===== config.mk =====
export PLATFORM = sky130hd
export DESIGN_NAME = pe_depacketizer
export DESIGN_NICKNAME = d
export VERILOG_FILES = /design/src/rtl/pe_depacketizer.sv
export SDC_FILE = /design/constraint.sdc
export NUM_CORES = 1
export LEC_CHECK = 0
export ABC_AREA = 1
export BUFFER_PORTS_ARGS = -buffer_cell sky130_fd_sc_hd__buf_2
export CORE_UTILIZATION = 51
export DETAILED_ROUTE_END_ITERATION = 6
export PLACE_DENSITY = 0.79
export SYNTH_ARGS = -nofsm -noshare
export SYNTH_HDL_FRONTEND = slang
export SYNTH_SLANG_ARGS = --single-unit

===== constraint.sdc =====
create_clock -name clk -period 1.44 [get_ports clk]
set_clock_uncertainty 0.1 [all_clocks]
set_input_delay 0.072 -clock clk [delete_from_list [all_inputs] [get_ports clk]]
set_output_delay 0.072 -clock clk [all_outputs]
set_load 0.01 [all_outputs]

===== src/rtl/pe_depacketizer.sv =====
// Network-side front end of the PE: filters addressed packets and feeds the
// surviving payload and route select to the split through a small FIFO.
module pe_depacketizer #(
    parameter int FILTER_WIDTH = 8,
    parameter int ADDR_WIDTH   = 4,
    parameter int PE_ADDR      = 0,
    parameter int DEPTH        = 2,
    localparam int PKT_WIDTH   = ADDR_WIDTH + 2 + 3 * FILTER_WIDTH
) (
    input  logic                      clk,
    input  logic                      rst_n,
    input  logic                      in_valid,
    output logic                      in_ready,
    input  logic [PKT_WIDTH-1:0]      in_packet,
    output logic                      l_valid,
    input  logic                      l_ready,
    output logic [3*FILTER_WIDTH-1:0] l_data,
    output logic                      s_valid,
    input  logic                      s_ready,
    output logic [1:0]                s_sel,
    output logic [7:0]                drop_count
);

    localparam int PAYW    = 3 * FILTER_WIDTH;
    localparam int ENTRY_W = PAYW + 2;
    localparam int PTR_W   = $clog2(DEPTH);
    localparam int CNT_W   = PTR_W + 1;

    logic [ENTRY_W-1:0] mem_q [DEPTH];
    logic [PTR_W-1:0]   wr_ptr_q, wr_ptr_d;
    logic [PTR_W-1:0]   rd_ptr_q, rd_ptr_d, rd_inc_s;
    logic [CNT_W-1:0]   count_q, count_d;
    logic               l_done_q, l_done_d;
    logic               s_done_q, s_done_d;
    logic [7:0]         drop_q, drop_d;
    logic [ENTRY_W-1:0] head_q, head_d;
    logic               l_valid_q, s_valid_q, in_ready_q;

    logic [ADDR_WIDTH-1:0] pkt_addr_s;
    logic [1:0]            pkt_type_s;
    logic [ENTRY_W-1:0]    pkt_entry_s;
    logic                  accept_s, keep_s, drop_s;
    logic                  l_fire_s, s_fire_s, pop_s;

    assign pkt_addr_s  = in_packet[PKT_WIDTH-1 -: ADDR_WIDTH];
    assign pkt_type_s  = in_packet[PAYW+1:PAYW];
    assign pkt_entry_s = in_packet[ENTRY_W-1:0];
    assign rd_inc_s    = rd_ptr_q + {{(PTR_W-1){1'b0}}, 1'b1};

    // Handshake decode, classification and next-state computation.
    always_comb begin
        accept_s = in_valid && in_ready_q;
        keep_s   = accept_s && (pkt_addr_s == ADDR_WIDTH'(PE_ADDR)) && (pkt_type_s != 2'b11);
        drop_s   = accept_s && !keep_s;
        l_fire_s = l_valid_q && l_ready;
        s_fire_s = s_valid_q && s_ready;
        // A pop needs both halves of the head delivered, this cycle or earlier.
        pop_s    = (count_q != {CNT_W{1'b0}}) && (l_done_q || l_fire_s) && (s_done_q || s_fire_s);

        wr_ptr_d = keep_s ? wr_ptr_q + {{(PTR_W-1){1'b0}}, 1'b1} : wr_ptr_q;
        rd_ptr_d = pop_s ? rd_inc_s : rd_ptr_q;

        if (keep_s && !pop_s) begin
            count_d = count_q + {{PTR_W{1'b0}}, 1'b1};
        end else if (pop_s && !keep_s) begin
            count_d = count_q - {{PTR_W{1'b0}}, 1'b1};
        end else begin
            count_d = count_q;
        end

        if (pop_s) begin
            l_done_d = 1'b0;
            s_done_d = 1'b0;
        end else begin
            l_done_d = l_done_q || l_fire_s;
            s_done_d = s_done_q || s_fire_s;
        end

        if (drop_s && (drop_q != 8'hFF)) begin
            drop_d = drop_q + 8'd1;
        end else begin
            drop_d = drop_q;
        end

        // Head register follows the entry that will sit at the read pointer.
        if (pop_s) begin
            if (count_q > CNT_W'(1)) begin
                head_d = mem_q[rd_inc_s];
            end else if (keep_s) begin
                head_d = pkt_entry_s;
            end else begin
                head_d = head_q;
            end
        end else if (keep_s && (count_q == {CNT_W{1'b0}})) begin
            head_d = pkt_entry_s;
        end else begin
            head_d = head_q;
        end
    end

    // Control, counter and registered output state.
    always_ff @(posedge clk or negedge rst_n) begin
        if (!rst_n) begin
            wr_ptr_q   <= {PTR_W{1'b0}};
            rd_ptr_q   <= {PTR_W{1'b0}};
            count_q    <= {CNT_W{1'b0}};
            l_done_q   <= 1'b0;
            s_done_q   <= 1'b0;
            drop_q     <= 8'd0;
            head_q     <= {ENTRY_W{1'b0}};
            l_valid_q  <= 1'b0;
            s_valid_q  <= 1'b0;
            in_ready_q <= 1'b1;
        end else begin
            wr_ptr_q   <= wr_ptr_d;
            rd_ptr_q   <= rd_ptr_d;
            count_q    <= count_d;
            l_done_q   <= l_done_d;
            s_done_q   <= s_done_d;
            drop_q     <= drop_d;
            head_q     <= head_d;
            l_valid_q  <= (count_d != {CNT_W{1'b0}}) && !l_done_d;
            s_valid_q  <= (count_d != {CNT_W{1'b0}}) && !s_done_d;
            in_ready_q <= (count_d != CNT_W'(DEPTH));
        end
    end

    // FIFO storage.
    always_ff @(posedge clk or negedge rst_n) begin
        if (!rst_n) begin
            for (int i = 0; i < DEPTH; i++) begin
                mem_q[i] <= {ENTRY_W{1'b0}};
            end
        end else if (keep_s) begin
            mem_q[wr_ptr_q] <= pkt_entry_s;
        end else begin
            mem_q[wr_ptr_q] <= mem_q[wr_ptr_q];
        end
    end

    assign in_ready   = in_ready_q;
    assign l_valid    = l_valid_q;
    assign s_valid    = s_valid_q;
    assign l_data     = head_q[PAYW-1:0];
    assign s_sel      = head_q[ENTRY_W-1:PAYW];
    assign drop_count = drop_q;

endmodule


==> metrics.md, run 1 <==
| Metric | Value |
|---|---|
| Core box area | `8260 um2` |
| CP delay by family, top | `flip-flops` |
| Period Utilization, post-route | `125%` |
| Peak Freq | `554 MHz` |
| Final core utilization | `81.1%` |
| EDFF count, synth | `0` |
| Worst slew margin | `78.5%` |
| Worst VDD drop | `1.11 mV` |
| Hold slack final | `-0.0591 ns` |
| Clock Power Share | `14.6%` |
| Pwr Density | `1870 nW/um2` |
| Die height | `94.6 um` |
| Initial antenna violation count | `0` |
| WHS Path Cells | `3` |
| Net switching power | `5.39 mW` |
| Worst endpoint data arrival time | `1.95 ns` |
| Fin worst setup slack | `-0.364 ns` |
| Clk Latency, worst-skew pair | `0.37 ns` |
| Status | `finished with violations` |
| HPWL after DPL | `6.97 mm` |
| Grt total ovfl | `0` |
| DR iter-0 viols | `469` |
| Reg-to-reg critical path startpoint | `count_q[0]` |
| Combinational Power Share | `50.2%` |
| DP Worst Slack | `-0.284 ns` |
| Critical Path RT | `1.58 ns` |
| Die area | `8950 um2` |
| Initial Utilization | `53.0%` |
| Slew Viols, Final | `0` |
| Number of global-route vias before repair | `4447` |
| Critical path capture point type | `register` |
| R2R depth | `9` |
| Hold_sp | `l_ready` |
| DRT antenna net count | `0` |
| Row cnt | `33` |
| Layout cells sized above 1 | `45.4%` |
| Mapped Area | `4370 um2` |
| Final setup fails | `93` |
| Pint | `7.14 mW` |
| Hold EP | `l_done_q` |
| Max incr delay on CP | `0.40 ns` |
| Pre-antenna DRT Iters | `6` |
| Worst setup SP type | `register` |
| Levels on crit path | `9` |
| Routed len/inst | `20.1 um` |
| Unrepaired setup endpoints after global routing | `yes` |
| Net count after synthesis | `560` |
| Max-cap violations | `0` |
| H-tree depth | `3` |
| Hold Buf Count CTS | `27` |
| Area grow syn2layout | `53.1%` |
| Worst-path fanout max | `19` |
| Setup CP Type | `register to register` |
| CP most frequent cell | `o21ai_0` |
| Crit path max-delay cell type | `dfrtp_1` |
| Worst Tran Pin Value | `0.322 ns` |
| Sequential element share of the synthesized area | `54.4%` |
| Crit-path cells | `inv_2 > ha_4 > inv_4 > nand3_4 > nor2_8 > buf_12 > o21ai_0 > o21ai_0 > o21ai_1` |
| Synth warn | `0` |
| Vias per cell | `5.84` |
| Sw frac | `43.0%` |
| # DRC | `0` |
| Tmin final | `1.80 ns` |
| Total track usage | `32.6%` |
| Largest net degree at the start of global routing | `59` |
| Final Net Count | `707` |
| Buf/Inv on CP | `3` |
| Total CTS buffers | `9` |
| Leakage | `3.48 nW` |
| Synth Flop Type | `dfrtp_1` |
| Post-synthesis register bit count | `95` |
| R2R Path End | `head_q[0]` |
| FFs w/ async S/R, synth | `100%` |
| Die Wd | `94.6 um` |
| DR vias | `4552` |
| Root Buffer | `clkbuf_8` |
| Reg2reg setup slack | `-0.36 ns` |
| I/O pin total | `72` |
| Port buffer count | `71` |
| Power share of the sequential group | `35.3%` |
| CTS tree | `done` |
| Post-synthesis cell count | `522` |
| Diodes inserted | `0` |
| First-pass GRT wire length | `21.8 mm` |
| Syn Area/Cell | `8.38 um2` |
| Routed WL | `15.6 mm` |
| Yosys cell types | `32` |
| Clk sink count | `95` |
| Final hold violations | `1` |
| Max clock buf depth | `2` |
| Clock slew at reported path FFs | `0.10 ns` |
| Failing checks | `hold timing, setup timing` |
| Hold Path Class | `primary input to register` |
| Gp weighted congestion | `0.742` |
per-layer routing:
layer  global-route usage, %  vias to the layer above  wire length [um]
met5                       0                        -                 0
met4                    21.2                        0               951
met3                    5.23                      102              1210
met2                    56.8                      334              7860
met1                    36.8                     2165              5620
li1                        -                     1951                 -
cell usage after synthesis (all sizes together) (2+ instances only):
cell type,number,area share (%)
dfrtp,94,54
xnor2,5,1.0
inv,26,2.2
clkbuf,2,0.17
ha,3,0.86
nand2,193,17
nor2,60,5.8
o21ai,97,11
nand3,7,1.2
nand4,3,0.43
a21oi,3,0.60
clkinv,3,0.31
buf,21,3.9
worst max-delay path by stage:
| stage | from | end |
|---|---|---|
| 5_1_grt | count_q[1] | head_q[0] |
| 2_1_floorplan | in_ready | l_valid |
| 3_3_place_gp | count_q[0] | l_valid |
| 6_report | count_q[0] | head_q[0] |
| 3_5_place_dp | count_q[0] | l_valid |
| 4_1_cts | count_q[0] | head_q[13] |
state kept, by name, indices dropped and copies added, names as in the netlist:
| register | flops |
|---|---|
| mem_q | 52 |
| count_q | 2 |
| wr_ptr_q | 1 |
| in_ready | 1 |
| s_done_q | 1 |
| drop_count | 8 |
| s_valid | 1 |
| l_valid | 1 |
| head_q | 26 |
| rd_ptr_q | 1 |
| l_done_q | 1 |
placed cells by master, fill, tap and decap left out, drive strengths merged:
cell type / instances
clkinvlp: 1
o21a: 1
nand3b: 1
xor2: 1
nand4: 3
or2: 1
xnor2: 5
dfstp: 1
a21oi: 3
ha: 3
o21ai: 97
inv: 26
clkinv: 11
dfrtp: 94
dlygate4sd3: 27
nand2: 193
buf: 126
clkbuf: 13
nand3: 7
nor2: 60
power by group through the flow:
stage               Combinational, mW  Sequential, mW  Clock [mW]
global placement                 4.33            4.19           0
floorplan                        2.75            4.38           0
finish                           6.29            4.42        1.83
global route                     6.71            4.49        1.91
CTS                              5.32            4.28        1.79
detailed placement               4.54            4.24           0
logic make-up after synthesis:
kind of cell    synth area share [%]
flops                           54.4
simple gates                    25.0
fa+ha+maj                      0.858
compound gates                  12.0
buf+inv                         6.64
xor+xnor                        1.20
metrics by stage:
step	cells	total power [mW]	setup TNS [ns]	instance area [um2]	hold slack (ns)
3_5_place_dp	712	8.78	-11.70	5080	-0.128
5_1_grt	779	13.1	-23.64	6690	-0.0429
4_1_cts	778	11.4	-15.70	6310	-0.0800
2_1_floorplan	522	7.13	-5.49	4450	-0.324
3_3_place_gp	712	8.52	-9.17	5080	-0.133
6_report	779	12.5	-18.43	6690	-0.0591
tightest hold or removal path, cell delays in order:
cell     delay [ns]
buf_2          0.10
nand2_1        0.09
a21oi_1        0.11
area by class of cell:
type,count,area [um2]
clock buffer,13,179
inverter,29,141
multi-input combinational,375,2410
sequential,95,2380
tap,105,131
fill,444,1560
timing repair inverter,6,97.6
clock inverter,3,25.0
timing repair buffer,153,1330
repair_timing:
action                                  CTS  global route
hold endpoints to repair                173             1
cloned                                   12             0
pin swaps                                40            31
gates resized for setup                 132           109
endpoints found under the setup margin   92            93
setup buffers                            12             3
(Power assumes the default switching activity.)
==> run 2: changes to the inputs <==
--- a/config.mk
+++ b/config.mk
@@ -7,9 +7,11 @@
 export LEC_CHECK = 0
 export ABC_AREA = 1
 export BUFFER_PORTS_ARGS = -buffer_cell sky130_fd_sc_hd__buf_2
-export CORE_UTILIZATION = 51
+export CORE_UTILIZATION = 53
+export CTS_BUF_LIST = sky130_fd_sc_hd__clkbuf_4 sky130_fd_sc_hd__clkbuf_8
 export DETAILED_ROUTE_END_ITERATION = 6
-export PLACE_DENSITY = 0.79
+export PLACE_DENSITY = 0.82
+export SETUP_SLACK_MARGIN = 0.05
 export SYNTH_ARGS = -nofsm -noshare
 export SYNTH_HDL_FRONTEND = slang
 export SYNTH_SLANG_ARGS = --single-unit
==> run 2 against run 1 <==
The flow still finishes with violations (hold timing, setup timing). Clock-buffer cell count down 4. Clock power down 7%. Critical path depth down 1. Die area down 3.7%. Wire length up 11%. Utilization up 2.9 points. First-iteration DRC count up 23%. Cell area down 1.6%. Largest cell class is now sequential cells. Largest power group unchanged. Highest routed layer unchanged.
==> metrics.md, run 2 (synthesis gave the netlist of run 1 again) <==
| Metric | Value |
|---|---|
| Final Net Count | `703 (-0.57%)` |
| DRT antenna net count | `0 (unchanged)` |
| Vias per cell | `6.27 (+7.3%)` |
| First-pass GRT wire length | `21.3 mm (-2.3%)` |
| Diodes inserted | `0 (unchanged)` |
| Clock slew at reported path FFs | `0.11 ns (about the same)` |
| H-tree depth | `3 (unchanged)` |
| DP Worst Slack | `-0.274 ns (+0.00990 ns)` |
| Largest net degree at the start of global routing | `55 (-6.8%)` |
| Pint | `7.22 mW (+1.0%)` |
| Failing checks | `hold timing, setup timing` |
| I/O pin total | `72 (unchanged)` |
| Pwr Density | `2010 nW/um2 (+7.5%)` |
| Initial antenna violation count | `0 (unchanged)` |
| Most frequent cells in the layout | `dfrtp_1, nand2_1, buf_2` |
| Status | `finished with violations` |
| DR iter-0 viols | `578 (+23%)` |
| Area grow syn2layout | `50.6%` |
| Total CTS buffers | `9 (unchanged)` |
| Setup CP Type | `register to register` |
| Met1 wire length | `5.96 mm (+6.1%)` |
| Worst setup SP type | `register` |
| DR vias | `4841 (+6.3%)` |
| CTS tree | `done` |
| Net switching power | `6.04 mW (+12%)` |
| Tmin final | `1.97 ns (+0.163 ns)` |
| HPWL after DPL | `6.54 mm (-6.2%)` |
| Max-cap violations | `0 (unchanged)` |
| Worst endpoint data arrival time | `2.16 ns (+0.21 ns)` |
| Placed Cells | `703 (-1.3%)` |
| Metal3 WL | `1.92 mm (+59%)` |
| Clk Latency, worst-skew pair | `0.38 ns (about the same)` |
| Worst slew margin | `65.2% (-13 points)` |
| FILL cells | `378 (-15%)` |
| Peak Freq | `508 MHz (-8.3%)` |
| Routed len/inst | `22.4 um (+12%)` |
| Max reg flops | `52 (unchanged)` |
| Initial Utilization | `55.7% (+2.8 points)` |
| Sw frac | `45.6% (+2.6 points)` |
| Number of global-route vias before repair | `4436 (-0.25%)` |
| Hold Path Class | `primary input to register` |
| Die Wd | `92.8 um (-1.9%)` |
| Die area | `8620 um2 (-3.7%)` |
| Hold Buf Count CTS | `27 (unchanged)` |
| Slew Viols, Final | `0 (unchanged)` |
| Seq. cell area | `2380 um2 (unchanged)` |
| Top sig layer | `met4` |
| Row cnt | `32 (-3.0%)` |
| Clk sink count | `95 (unchanged)` |
| Critical path capture point type | `register` |
| Multi-input logic area | `2380 um2 (-1.5%)` |
| Total track usage | `32.2% (-0.42 points)` |
| Fin cells | `772 (-0.90%)` |
| Final core utilization | `83.9% (+2.9 points)` |
| Met2 wire length | `8.09 mm (+3.0%)` |
| Port buffer count | `71 (unchanged)` |
| Reg2reg setup slack | `-0.53 ns (-0.16 ns)` |
| Pre-antenna DRT Iters | `6 (unchanged)` |
| Combinational Power Share | `53.2% (+3.0 points)` |
| Leakage | `3.32 nW (-4.4%)` |
| Worst-path fanout max | `10 (-9)` |
| Most common cell after layout, fill and taps aside | `dfrtp_1` |
| Die height | `92.8 um (-1.9%)` |
| Max clock buf depth | `2 (unchanged)` |
| Power share of the sequential group | `33.9% (-1.4 points)` |
| Worst VDD drop | `1.35 mV (+22%)` |
| Unrepaired setup endpoints after global routing | `yes` |
| Hold slack final | `-0.0507 ns (+0.00843 ns)` |
| Final setup fails | `92 (-1.1%)` |
| Worst Tran Pin Value | `0.517 ns (+0.195 ns)` |
| Fin worst setup slack | `-0.527 ns (-0.163 ns)` |
| Top reg by flops | `mem_q` |
| Root Buffer | `clkbuf_8` |
| Period Utilization, post-route | `137% (+11 points)` |
| Layout cells sized above 1 | `45.2% (-0.18 points)` |
| Final hold violations | `1 (unchanged)` |
| Grt total ovfl | `0 (unchanged)` |
| Routed WL | `17.3 mm (+11%)` |
| Clock Power Share | `12.9% (-1.7 points)` |
| Core box area | `7850 um2 (-5.0%)` |
| # DRC | `0 (unchanged)` |
| Critical Path RT | `1.63 ns (+0.05 ns)` |
| Gp weighted congestion | `0.761 (+2.6%)` |
run 2: cell types whose count changed in the layout (fill, tap and decap cells not counted), moves of 4 or more:
cell	previous run	this run
buf_4	26	22
clkbuf_8	13	9
nand2_1	80	87
nand2_4	49	39
o21ai_0	43	10
o21ai_1	38	65
o21ai_2	15	22
run 2: worst max-delay path, stage by stage, from the launching register on:
cell and delay, ns:
dfrtp_1 0.43, inv_2 0.09, ha_2 0.18, or2_4 0.27, nor2_8 0.25, buf_6 0.16, buf_16 0.14, o21ai_1 0.06
o21ai_1 0.20
run 2: worst paths after layout:
check                      startpoint       endpoint  cells after the start
max in group asynchronous       rst_n       in_ready                      3
setup reg to reg           count_q[1]      head_q[7]                      8
setup / recovery           count_q[1]      head_q[7]                      8
hold reg to reg            head_q[11]     head_q[11]                      2
min in group asynchronous       rst_n  drop_count[1]                      3
hold / removal                l_ready       l_done_q                      3
run 2: area by class of cell:
type	count	area share (%)
sequential	95	36.1
multi-input combinational	375	36.1
timing repair buffer	152	20.2
inverter	29	2.11
tap	102	1.94
clock buffer	9	1.88
clock inverter	7	0.931
timing repair inverter	3	0.741
run 2: power groups by stage:
stage / clock [mW] / combinational, mW / sequential [mW]
2_1_floorplan: 0 / 2.76 / 4.38
3_3_place_gp: 0 / 4.23 / 4.18
3_5_place_dp: 0 / 4.41 / 4.23
4_1_cts: 1.66 / 5.31 / 4.26
5_1_grt: 1.79 / 7.42 / 4.53
6_report: 1.71 / 7.05 / 4.49
run 2: per-layer routing:
| metal | vias up | track usage, % |
|---|---|---|
| li1 | 1951 | - |
| met3 | 148 | 7.31 |
| met1 | 2265 | 39.6 |
| met4 | 0 | 16.5 |
| met5 | - | 3.21 |
| met2 | 477 | 52.6 |
run 2: stage by stage:
| stage | hold WS [ns] | area, um2 | power (mW) | setup TNS (ns) |
|---|---|---|---|---|
| detailed placement | -0.0256 | 5020 | 8.64 | -12.80 |
| finish | -0.0507 | 6590 | 13.3 | -26.19 |
| CTS | -0.0704 | 6150 | 11.2 | -16.93 |
| global route | -0.0197 | 6590 | 13.7 | -29.18 |
| floorplan | -0.324 | 4450 | 7.14 | -5.52 |
| global placement | -0.0272 | 5020 | 8.41 | -9.55 |
run 2: repair_timing:
action / CTS / global route
hold endpoints to repair: 174 / 1
endpoints found under the setup margin: 91 / 94
pin swaps: 34 / 30
cloned: 8 / 2
setup buffers: 15 / 5
gates resized for setup: 121 / 145
